**config.mk**
```make
export PLATFORM = sky130hd
export DESIGN_NAME = mdr_mem_unit
export DESIGN_NICKNAME = d
export VERILOG_FILES = /design/src/rtl/mdr_mem_unit_pkg.sv /design/src/rtl/mdr_mem_unit_timer.sv /design/src/rtl/mdr_mem_unit.sv
export SDC_FILE = /design/constraint.sdc
export NUM_CORES = 1
export LEC_CHECK = 0
export ABC_CLOCK_PERIOD_IN_PS = 2720
export BUFFER_PORTS_ARGS = -buffer_cell sky130_fd_sc_hd__buf_2
export CORE_ASPECT_RATIO = 1.25
export CORE_MARGIN = 2
export CORE_UTILIZATION = 30
export CTS_CLUSTER_SIZE = 28
export DETAILED_ROUTE_END_ITERATION = 12
export SETUP_SLACK_MARGIN = 0.4
export SYNTH_ARGS = -nofsm -noshare
export SYNTH_HDL_FRONTEND = slang
export SYNTH_HIERARCHICAL = 1
export SYNTH_SLANG_ARGS = --single-unit
```
**constraint.sdc**
```tcl
create_clock -name clk -period 2.72 [get_ports clk]
set_clock_uncertainty 0.15 [all_clocks]
set_input_delay 0.544 -clock clk [delete_from_list [all_inputs] [get_ports clk]]
set_output_delay 0.544 -clock clk [all_outputs]
set_load 0.05 [all_outputs]
```
**src/rtl/mdr_mem_unit_pkg.sv**
```systemverilog
// mdr_mem_unit_pkg
//   Shared definitions for the MAR/MDR memory-interface stage and the
//   datapath blocks around it (bus mux, registers).
//   - DATA_W_DEF / ADDR_W_DEF : default bus and memory address widths
//   - TIMEOUT_DEF             : default ack wait bound, in cycles
//   - state_t                 : memory-transaction FSM encoding
//   - isWaitState()           : true while a request is outstanding
package mdr_mem_unit_pkg;

  localparam int DATA_W_DEF  = 32;
  localparam int ADDR_W_DEF  = 9;
  localparam int TIMEOUT_DEF = 15;

  typedef enum logic [2:0] {
    IDLE    = 3'd0,
    RD_WAIT = 3'd1,
    WR_WAIT = 3'd2,
    DONE    = 3'd3,
    ABORT   = 3'd4
  } state_t;

  function automatic logic isWaitState(input state_t s);
    return (s == RD_WAIT) || (s == WR_WAIT);
  endfunction

endpackage

```
**src/rtl/mdr_mem_unit_timer.sv**
```systemverilog
// mem_wait_timer
//   Counts cycles spent waiting for a memory acknowledge.
//   clk      : rising-edge clock
//   clr_n    : asynchronous active-low reset
//   clear    : synchronous clear (dominates enable)
//   enable   : advance the count by one this cycle
//   terminal : count has reached TIMEOUT-1, i.e. this is the last wait cycle
module mem_wait_timer #(
  parameter int TIMEOUT = 15
) (
  input  logic clk,
  input  logic clr_n,
  input  logic clear,
  input  logic enable,
  output logic terminal
);

  logic [7:0] count;

  always_ff @(posedge clk or negedge clr_n) begin
    if (!clr_n) begin
      count <= '0;
    end else if (clear) begin
      count <= '0;
    end else if (enable) begin
      count <= count + 8'd1;
    end
  end

  // The FSM leaves the wait state on terminal, so the count never wraps.
  assign terminal = (count == 8'(TIMEOUT - 1));

endmodule

```
**src/rtl/mdr_mem_unit.sv**
```systemverilog
// mdr_mem_unit
//   MAR/MDR memory-interface stage feeding the datapath bus mux. Loads MAR
//   and MDR from BusMuxOut, runs one req/ack memory transaction per Read or
//   Write strobe, and aborts with a timeout pulse if ack never arrives.
//   clk, clr_n            : clock, asynchronous active-low reset
//   BusMuxOut             : datapath bus, source for MAR/MDR loads
//   MARin, MDRin          : register load strobes (honoured in IDLE only)
//   Read, Write           : transaction start strobes (Read wins a tie)
//   mem_rdata, mem_ack    : memory read data and one-cycle acknowledge
//   mem_req, mem_we       : request (held until ack/abort), write select
//   mem_addr, mem_wdata   : MAR and MDR contents
//   BusMuxInMDR           : MDR contents toward the bus mux
//   busy, done, timeout   : in-flight flag, completion and abort pulses
module mdr_mem_unit
  import mdr_mem_unit_pkg::*;
#(
  parameter int DATA_W  = DATA_W_DEF,
  parameter int ADDR_W  = ADDR_W_DEF,
  parameter int TIMEOUT = TIMEOUT_DEF
) (
  input  logic              clk,
  input  logic              clr_n,
  input  logic [DATA_W-1:0] BusMuxOut,
  input  logic              MARin,
  input  logic              MDRin,
  input  logic              Read,
  input  logic              Write,
  input  logic [DATA_W-1:0] mem_rdata,
  input  logic              mem_ack,
  output logic              mem_req,
  output logic              mem_we,
  output logic [ADDR_W-1:0] mem_addr,
  output logic [DATA_W-1:0] mem_wdata,
  output logic [DATA_W-1:0] BusMuxInMDR,
  output logic              busy,
  output logic              done,
  output logic              timeout
);

  state_t            state;
  state_t            nextState;
  logic [ADDR_W-1:0] mar;
  logic [DATA_W-1:0] mdr;
  logic              inWait;
  logic              waitTerminal;

  assign inWait = isWaitState(state);

  // Clearing outside the wait states means the count starts at 0 on entry.
  mem_wait_timer #(
    .TIMEOUT (TIMEOUT)
  ) u_timer (
    .clk      (clk),
    .clr_n    (clr_n),
    .clear    (!inWait),
    .enable   (inWait && !mem_ack),
    .terminal (waitTerminal)
  );

  // NOTE: sequential state uses non-blocking assignments so every register
  // samples pre-edge values; blocking here would create order-dependent races.
  always_ff @(posedge clk or negedge clr_n) begin
    if (!clr_n) begin
      state <= IDLE;
    end else begin
      state <= nextState;
    end
  end

  // NOTE: nextState gets a default before the case so no path leaves it
  // unassigned, which would otherwise infer a latch.
  always_comb begin
    nextState = state;
    case (state)
      IDLE: begin
        if (Read) begin
          nextState = RD_WAIT;
        end else if (Write) begin
          nextState = WR_WAIT;
        end
      end
      RD_WAIT, WR_WAIT: begin
        // Ack on the final count still completes the transaction.
        if (mem_ack) begin
          nextState = DONE;
        end else if (waitTerminal) begin
          nextState = ABORT;
        end
      end
      DONE, ABORT: nextState = IDLE;
      default:     nextState = IDLE;
    endcase
  end

  // MAR/MDR are two plain registers, cheap to reset, so they start from a
  // known zero like the rest of the state.
  always_ff @(posedge clk or negedge clr_n) begin
    if (!clr_n) begin
      mar <= '0;
      mdr <= '0;
    end else begin
      if (state == IDLE && MARin) begin
        mar <= BusMuxOut[ADDR_W-1:0];
      end
      if (state == IDLE && MDRin) begin
        mdr <= BusMuxOut;
      end else if (state == RD_WAIT && mem_ack) begin
        mdr <= mem_rdata;
      end
    end
  end

  // Moore outputs: decoded from the registered state only.
  assign mem_req     = inWait;
  assign busy        = inWait;
  assign mem_we      = (state == WR_WAIT);
  assign done        = (state == DONE);
  assign timeout     = (state == ABORT);
  assign mem_addr    = mar;
  assign mem_wdata   = mdr;
  assign BusMuxInMDR = mdr;

endmodule

```
==> impl_metrics.ini, run 1 <==
[status]
status = complete, no violations

[floorplan]
die_area_mm2 = 0.01031
die_w_um = 91.24
rows = 39
ios = 149
core_mm2 = 0.009223
start_util_pct = 30.95
die_h_um = 113.1

[synth]
synth_most_common_cell = mux2_2
synth_top_cell_by_area = dfrtp_1
ys_ff_latch = 52
synthTopCellsByArea = dfrtp_1 46%, mux2_2 26%, buf_4 8.9%
avgSynthCellArea_um2 = 12.57
synth_fp_nets = 300
syn_inst = 227
yosysSeqAreaShare_pct = 45.59
async_reset_ff_share_pct = 100.0
synth.distinct_cells = 36
synthTopCellsByCount = 65 x mux2_2, 52 x dfrtp_1, 34 x buf_4
syn-cell-area_mm2 = 0.002854
synth_edf_count = 0
synth_ff_type = dfrtp_1
yosys.area.top_type_share_pct = 45.59
yosysWarnings = 6

[final_layout]
final_cells = 471
n_antenna_cell = 0
final_nets = 422
regArea_mm2 = 0.001303
areaGrowthSynthToFinish_pct = 28.58
fill_cells = 934
multi_input_area_mm2 = 0.001212
drive_above_1_share_pct = 68.97

[grt]
antenna_found_initial = 0
grt_overflow = 0
grt_pass1_wl_um = 9915
grt_max_degree = 21
first_global_vias = 2049
grt_util_all_layers_pct = 11.90

[sta]
finalSetupViolations = 0
min_period_over_period_pct = 81.41
maxSlewHeadroom_pct = 71.39
fmax_ghz = 0.4516
fin_ws_ns = 0.5056
tightest_slew_ns = 0.4184
tns_ns = 0
rsz0062_at_grt = no
post-route-min-period_ns = 2.214
hold_violations = 0
slew_violations = 0

[critical_path]
cp.required_ns = 2.03
r2r-end = BusMuxInMDR[6]$_DFFE_PN0P_
critPathKind = reg2out
critPathArrivalTime_ns = 1.52
cp-startpoint = state[2]$_DFFE_PN0P_
rrSetupSlack_ns = 0.62
cp-end-kind = output pin
crit_end = busy
ff2ff_path_depth = 5
crit_fanout = 11
r2r_start = state[1]$_DFFE_PN0P_
crit_path_start_kind = flop

[clocking]
cts-buffers-inserted = 5
clockRootBuffer = clkbuf_16
htreeDepth = 2
cts_tree = built
cts_sinks = 52
clkTransAtPathRegs_ns = 0.06
clock_latency_ns = 0.28
clock_path_buffers = 2

[placed_design]
io_buffers = 148
dp_cells = 463
place_ws_ns = 0.4851
hpwl_um = 4692
globalplace.congestion = 0.7401

[drt]
drc_errors = 0
dr.pass1.iters = 4
detail_route.wl_per_cell_um = 12.95
drtIter0Drc = 73
viasPerCell = 4.484
drtAntennaViolNets = 0
wirelength_um = 6100
vias = 2112

[worst_hold_path]
hold_path.class = in2async

[run]
maxCapViolations = 0
[layout make-up]
class,instances,area share (%)
clock buffer,5,3.409
multi-input combinational,126,33.04
tap,123,4.194
inverter,4,0.4091
sequential,52,35.49
clock inverter,1,0.8183
timing repair buffer,160,22.64
[worst min-delay path by stage]
| stage | endpoint | slack, ns |
|---|---|---|
| 2_1_floorplan | BusMuxInMDR[0]$_DFFE_PN0P_ | 0.1 |
| 3_3_place_gp | BusMuxInMDR[23]$_DFFE_PN0P_ | 0.34 |
| 3_5_place_dp | BusMuxInMDR[23]$_DFFE_PN0P_ | 0.33 |
| 4_1_cts | BusMuxInMDR[15]$_DFFE_PN0P_ | 0.02 |
| 5_1_grt | u_timer/count[0]$_DFFE_PN0P_ | 0.03 |
| 6_report | BusMuxInMDR[15]$_DFFE_PN0P_ | 0.02 |
[per-stage QoR]
stage | hold WS (ns) | utilization (%) | instance area, um2
after detailed placement | 0.3296 | 37.93 | 3498
after floorplan | 0.09841 | - | 2864
after global routing | 0.02948 | 39.79 | 3670
after global placement | 0.3353 | 37.93 | 3498
after CTS | 0.02443 | 39.63 | 3655
final | 0.01559 | 39.79 | 3670
[worst max-delay path: stages, from the launching register on]
cell	delay [ns]
dfrtp_1	0.52
nand2b_1	0.23
buf_4	0.18
inv_1	0.06
buf_2	0.25
[state kept, by name, indices dropped and copies added (netlist names)]
signal         count
BusMuxInMDR       32
mem_addr           9
state              3
u_timer/count      8
[cell families (layout without fill, tap and decap cells)]
family | after synthesis | after routing | share of synthesized area [%]
multiplexers | 72 | 72 | 28.28
flip-flops | 52 | 52 | 45.59
buffers and inverters | 49 | 170 | 12.45
AND/OR/NAND/NOR | 31 | 31 | 7.672
AO/OA/AOI/OAI | 16 | 16 | 3.595
XOR/XNOR | 5 | 5 | 1.534
adder cells (fa/ha/maj) | 2 | 2 | 0.8767
[per-layer routing]
layer | wire length, um | part of all wire (%) | vias up | GRT usage, %
li1 | - | - | 1011 | -
met1 | 2570 | 42 | 1002 | 14.38
met2 | 2994 | 49 | 94 | 20.69
met3 | 491 | 8.0 | 5 | 3.329
met4 | 44 | 0.72 | 0 | 3.434
met5 | 0 | 0 | - | 0
[layout by cell type (no fill, tap or decap), drive strengths merged, types with 3 or more instances in the layout]
| cell type | netlist | routed |
|---|---|---|
| nand2 | 3 | 3 |
| a21oi | 4 | 4 |
| nand3 | 3 | 3 |
| nor2 | 8 | 8 |
| o21ai | 5 | 5 |
| inv | 4 | 4 |
| mux2 | 69 | 69 |
| clkbuf | 1 | 5 |
| dfrtp | 52 | 52 |
| buf | 44 | 160 |
| xor2 | 4 | 4 |
| mux2i | 3 | 3 |
[repair_timing]
action                     in CTS  in global routing
gates resized for setup         1                  0
hold endpoints to repair        0                  0
setup endpoints to repair       2                  2
buffers inserted                0                  2
hold buffers                    0                  0
Power of run 1 is not shown: default switching activity piles up to over one toggle a cycle in this logic, so the estimate is an artifact.
==> inputs of run 2 (changes only) <==
Settings changed: ABC_AREA set to 1, ABC_CLOCK_PERIOD_IN_PS 2720 to 2100.
Clock period 2.72 ns to 2.1 ns, I/O delays scaled along.
==> run 2 against run 1 <==
  * First-iteration DRC count rose by 32%
  * Sequential share of layout area decreased by 2.2 points
  * Critical path depth unchanged
  * Worst hold slack better by 0.23 ns
  * Final area grew 6.6%
==> impl_metrics.ini, run 2 <==
[critical_path]
r2r_start = state[1]$_DFFE_PN0P_
rrSetupSlack_ns = 0.44
cp.required_ns = 1.53
slowest_stage = dfrtp_2
crit_buf_inv = 2
cp_slowest_stage_delay_ns = 0.45
cp_cell_sequence = buf_6, nand3_4, nand2_4, buf_8
critPathKind = reg2out
ff2ff_path_depth = 10
crit_family = flip-flops
crit_fanout = 5
cp-end-kind = output pin
r2r-end = u_timer/count[3]$_DFFE_PN0P_
crit_path_start_kind = flop
critPathArrivalTime_ns = 1.20

[synth]
yosys.area.top_type_share_pct = 44.58
avgSynthCellArea_um2 = 7.371
ys_ff_latch = 52
yosysWarnings = 6
synth_top_cell_by_area = dfrtp_1
synthTopCellsByArea = dfrtp_1 45%, nand2_1 19%, buf_4 8.7%
syn_inst = 396
synthTopCellsByCount = 144 x nand2_1, 52 x dfrtp_1, 45 x inv_1
synth_edf_count = 0
synth_ff_type = dfrtp_1
syn-cell-area_mm2 = 0.002919
synth.distinct_cells = 24
synth_most_common_cell = nand2_1
async_reset_ff_share_pct = 100.0
synth_fp_nets = 469
yosysSeqAreaShare_pct = 44.58

[final_layout]
largest_register_ffs = 32
final_cell_mix = 143 x nand2_1, 143 x buf_2, 50 x dfrtp_1
n_antenna_cell = 0
multi_input_area_mm2 = 0.001145
drive_above_1_share_pct = 37.43
final_cells = 647
fill_cells = 1010
areaGrowthSynthToFinish_pct = 34.03
final_nets = 593
regArea_mm2 = 0.001304
final_util_pct = 40.93

[status]
status = complete, no violations

[grt]
grt_max_degree = 64
grt_overflow = 0
grt_pass1_wl_um = 11890
first_global_vias = 2597
grt_util_all_layers_pct = 13.85
antenna_found_initial = 0

[clocking]
clkTransAtPathRegs_ns = 0.07
htreeDepth = 2
clock_latency_ns = 0.28
clock_path_buffers = 2
cts_sinks = 52
cts-buffers-inserted = 5
cts_tree = built
clockRootBuffer = clkbuf_16

[sta]
finalSetupViolations = 0
tns_ns = 0
tightest_slew_ns = 0.4211
slew_violations = 0
rsz0062_at_grt = yes
min_period_over_period_pct = 84.30
post-route-min-period_ns = 1.770
maxSlewHeadroom_pct = 71.93
holdWs_ns = 0.2424
hold_violations = 0
fmax_ghz = 0.5648

[drt]
drtAntennaViolNets = 0
viasPerCell = 4.379
detail_route.wl_per_cell_um = 11.72
drc_errors = 0
drtIter0Drc = 96
wirelength_um = 7584
dr.pass1.iters = 4
vias = 2833

[worst_hold_path]
holdPathEnd = BusMuxInMDR[23]$_DFFE_PN0P_
hold-path-cell-count = 3
hold_start = BusMuxOut[23]
hold_path.class = in2reg

[floorplan]
die_h_um = 114.3
core_mm2 = 0.009559
ios = 149
start_util_pct = 30.54
rows = 40
die_w_um = 92.23
die_area_mm2 = 0.01054

[placed_design]
globalplace.congestion = 0.7796
io_buffers = 148
hpwl_um = 5440
dp_cells = 627

[run]
maxCapViolations = 0
==> run 2: cell types whose count changed after synthesis, sizes merged, moves of 3 or more <==
cell   change
inv       +47
mux2      -69
mux2i      -3
nand2    +143
nand3      +4
nand4      +3
nor2      +27
o21ai     +37
xor2       -4
==> run 2: how the worst max path moves through the flow <==
stage	endpoint	cells after the start	slack, ns	start
6_report	mem_req	4	0.33	state[1]$_DFFE_PN0P_
3_3_place_gp	BusMuxInMDR[17]$_DFFE_PN0P_	6	0.38	mem_ack
4_1_cts	mem_req	4	0.32	state[1]$_DFFE_PN0P_
2_1_floorplan	done	2	0.38	state[1]$_DFFE_PN0P_
5_1_grt	busy	4	0.29	state[1]$_DFFE_PN0P_
3_5_place_dp	BusMuxInMDR[11]$_DFFE_PN0P_	6	0.35	mem_ack
==> run 2: cells by family after synthesis <==
group | count (synthesis) | synth area share, %
AO/OA/AOI/OAI | 48 | 8.315
adder cells (fa/ha/maj) | 2 | 0.8571
buffers and inverters | 97 | 18.43
flip-flops | 52 | 44.58
AND/OR/NAND/NOR | 197 | 27.82
==> run 2: stage by stage <==
step                setup WS, ns  area, um2
floorplan                 0.3755       2942
global placement          0.3771       3541
detailed placement        0.3486       3541
CTS                       0.3232       3794
global route              0.2901       3913
finish                    0.3296       3913
==> run 2: layout make-up <==
type / count / area share [%]
inverter: 51 / 5.085
sequential: 52 / 33.32
clock buffer: 8 / 3.742
tap: 126 / 4.029
timing repair buffer: 163 / 24.56
multi-input combinational: 247 / 29.26
==> run 2: repair_timing <==
item / in CTS / in global routing
buffers inserted: 4 / 6
endpoints found under the hold margin: 16 / 0
pin swaps: 2 / 4
gates cloned: 0 / 1
hold buffers: 1 / 0
setup endpoints to repair: 40 / 46
gates resized for setup: 22 / 13
==> run 2: worst register-to-register path, delay by kind of cell, from the launching register on <==
kind | cells | cell delay (ns)
AND/OR/NAND/NOR | 7 | 0.64
flip-flops | 1 | 0.45
buffers and inverters | 2 | 0.19
AO/OA/AOI/OAI | 1 | 0.12
==> run 2: metal layers <==
metal  track usage (%)  vias up  part of all wire (%)  routed length (um)
met5                 0        -                     0                   0
met1             17.59     1302                    43                3261
met4             3.781        0                   1.1                  84
li1                  -     1421                     -                   -
met3             2.567        6                   5.9                 445
met2             24.22      104                    50                3793
Power of run 2 is left out for the same reason.
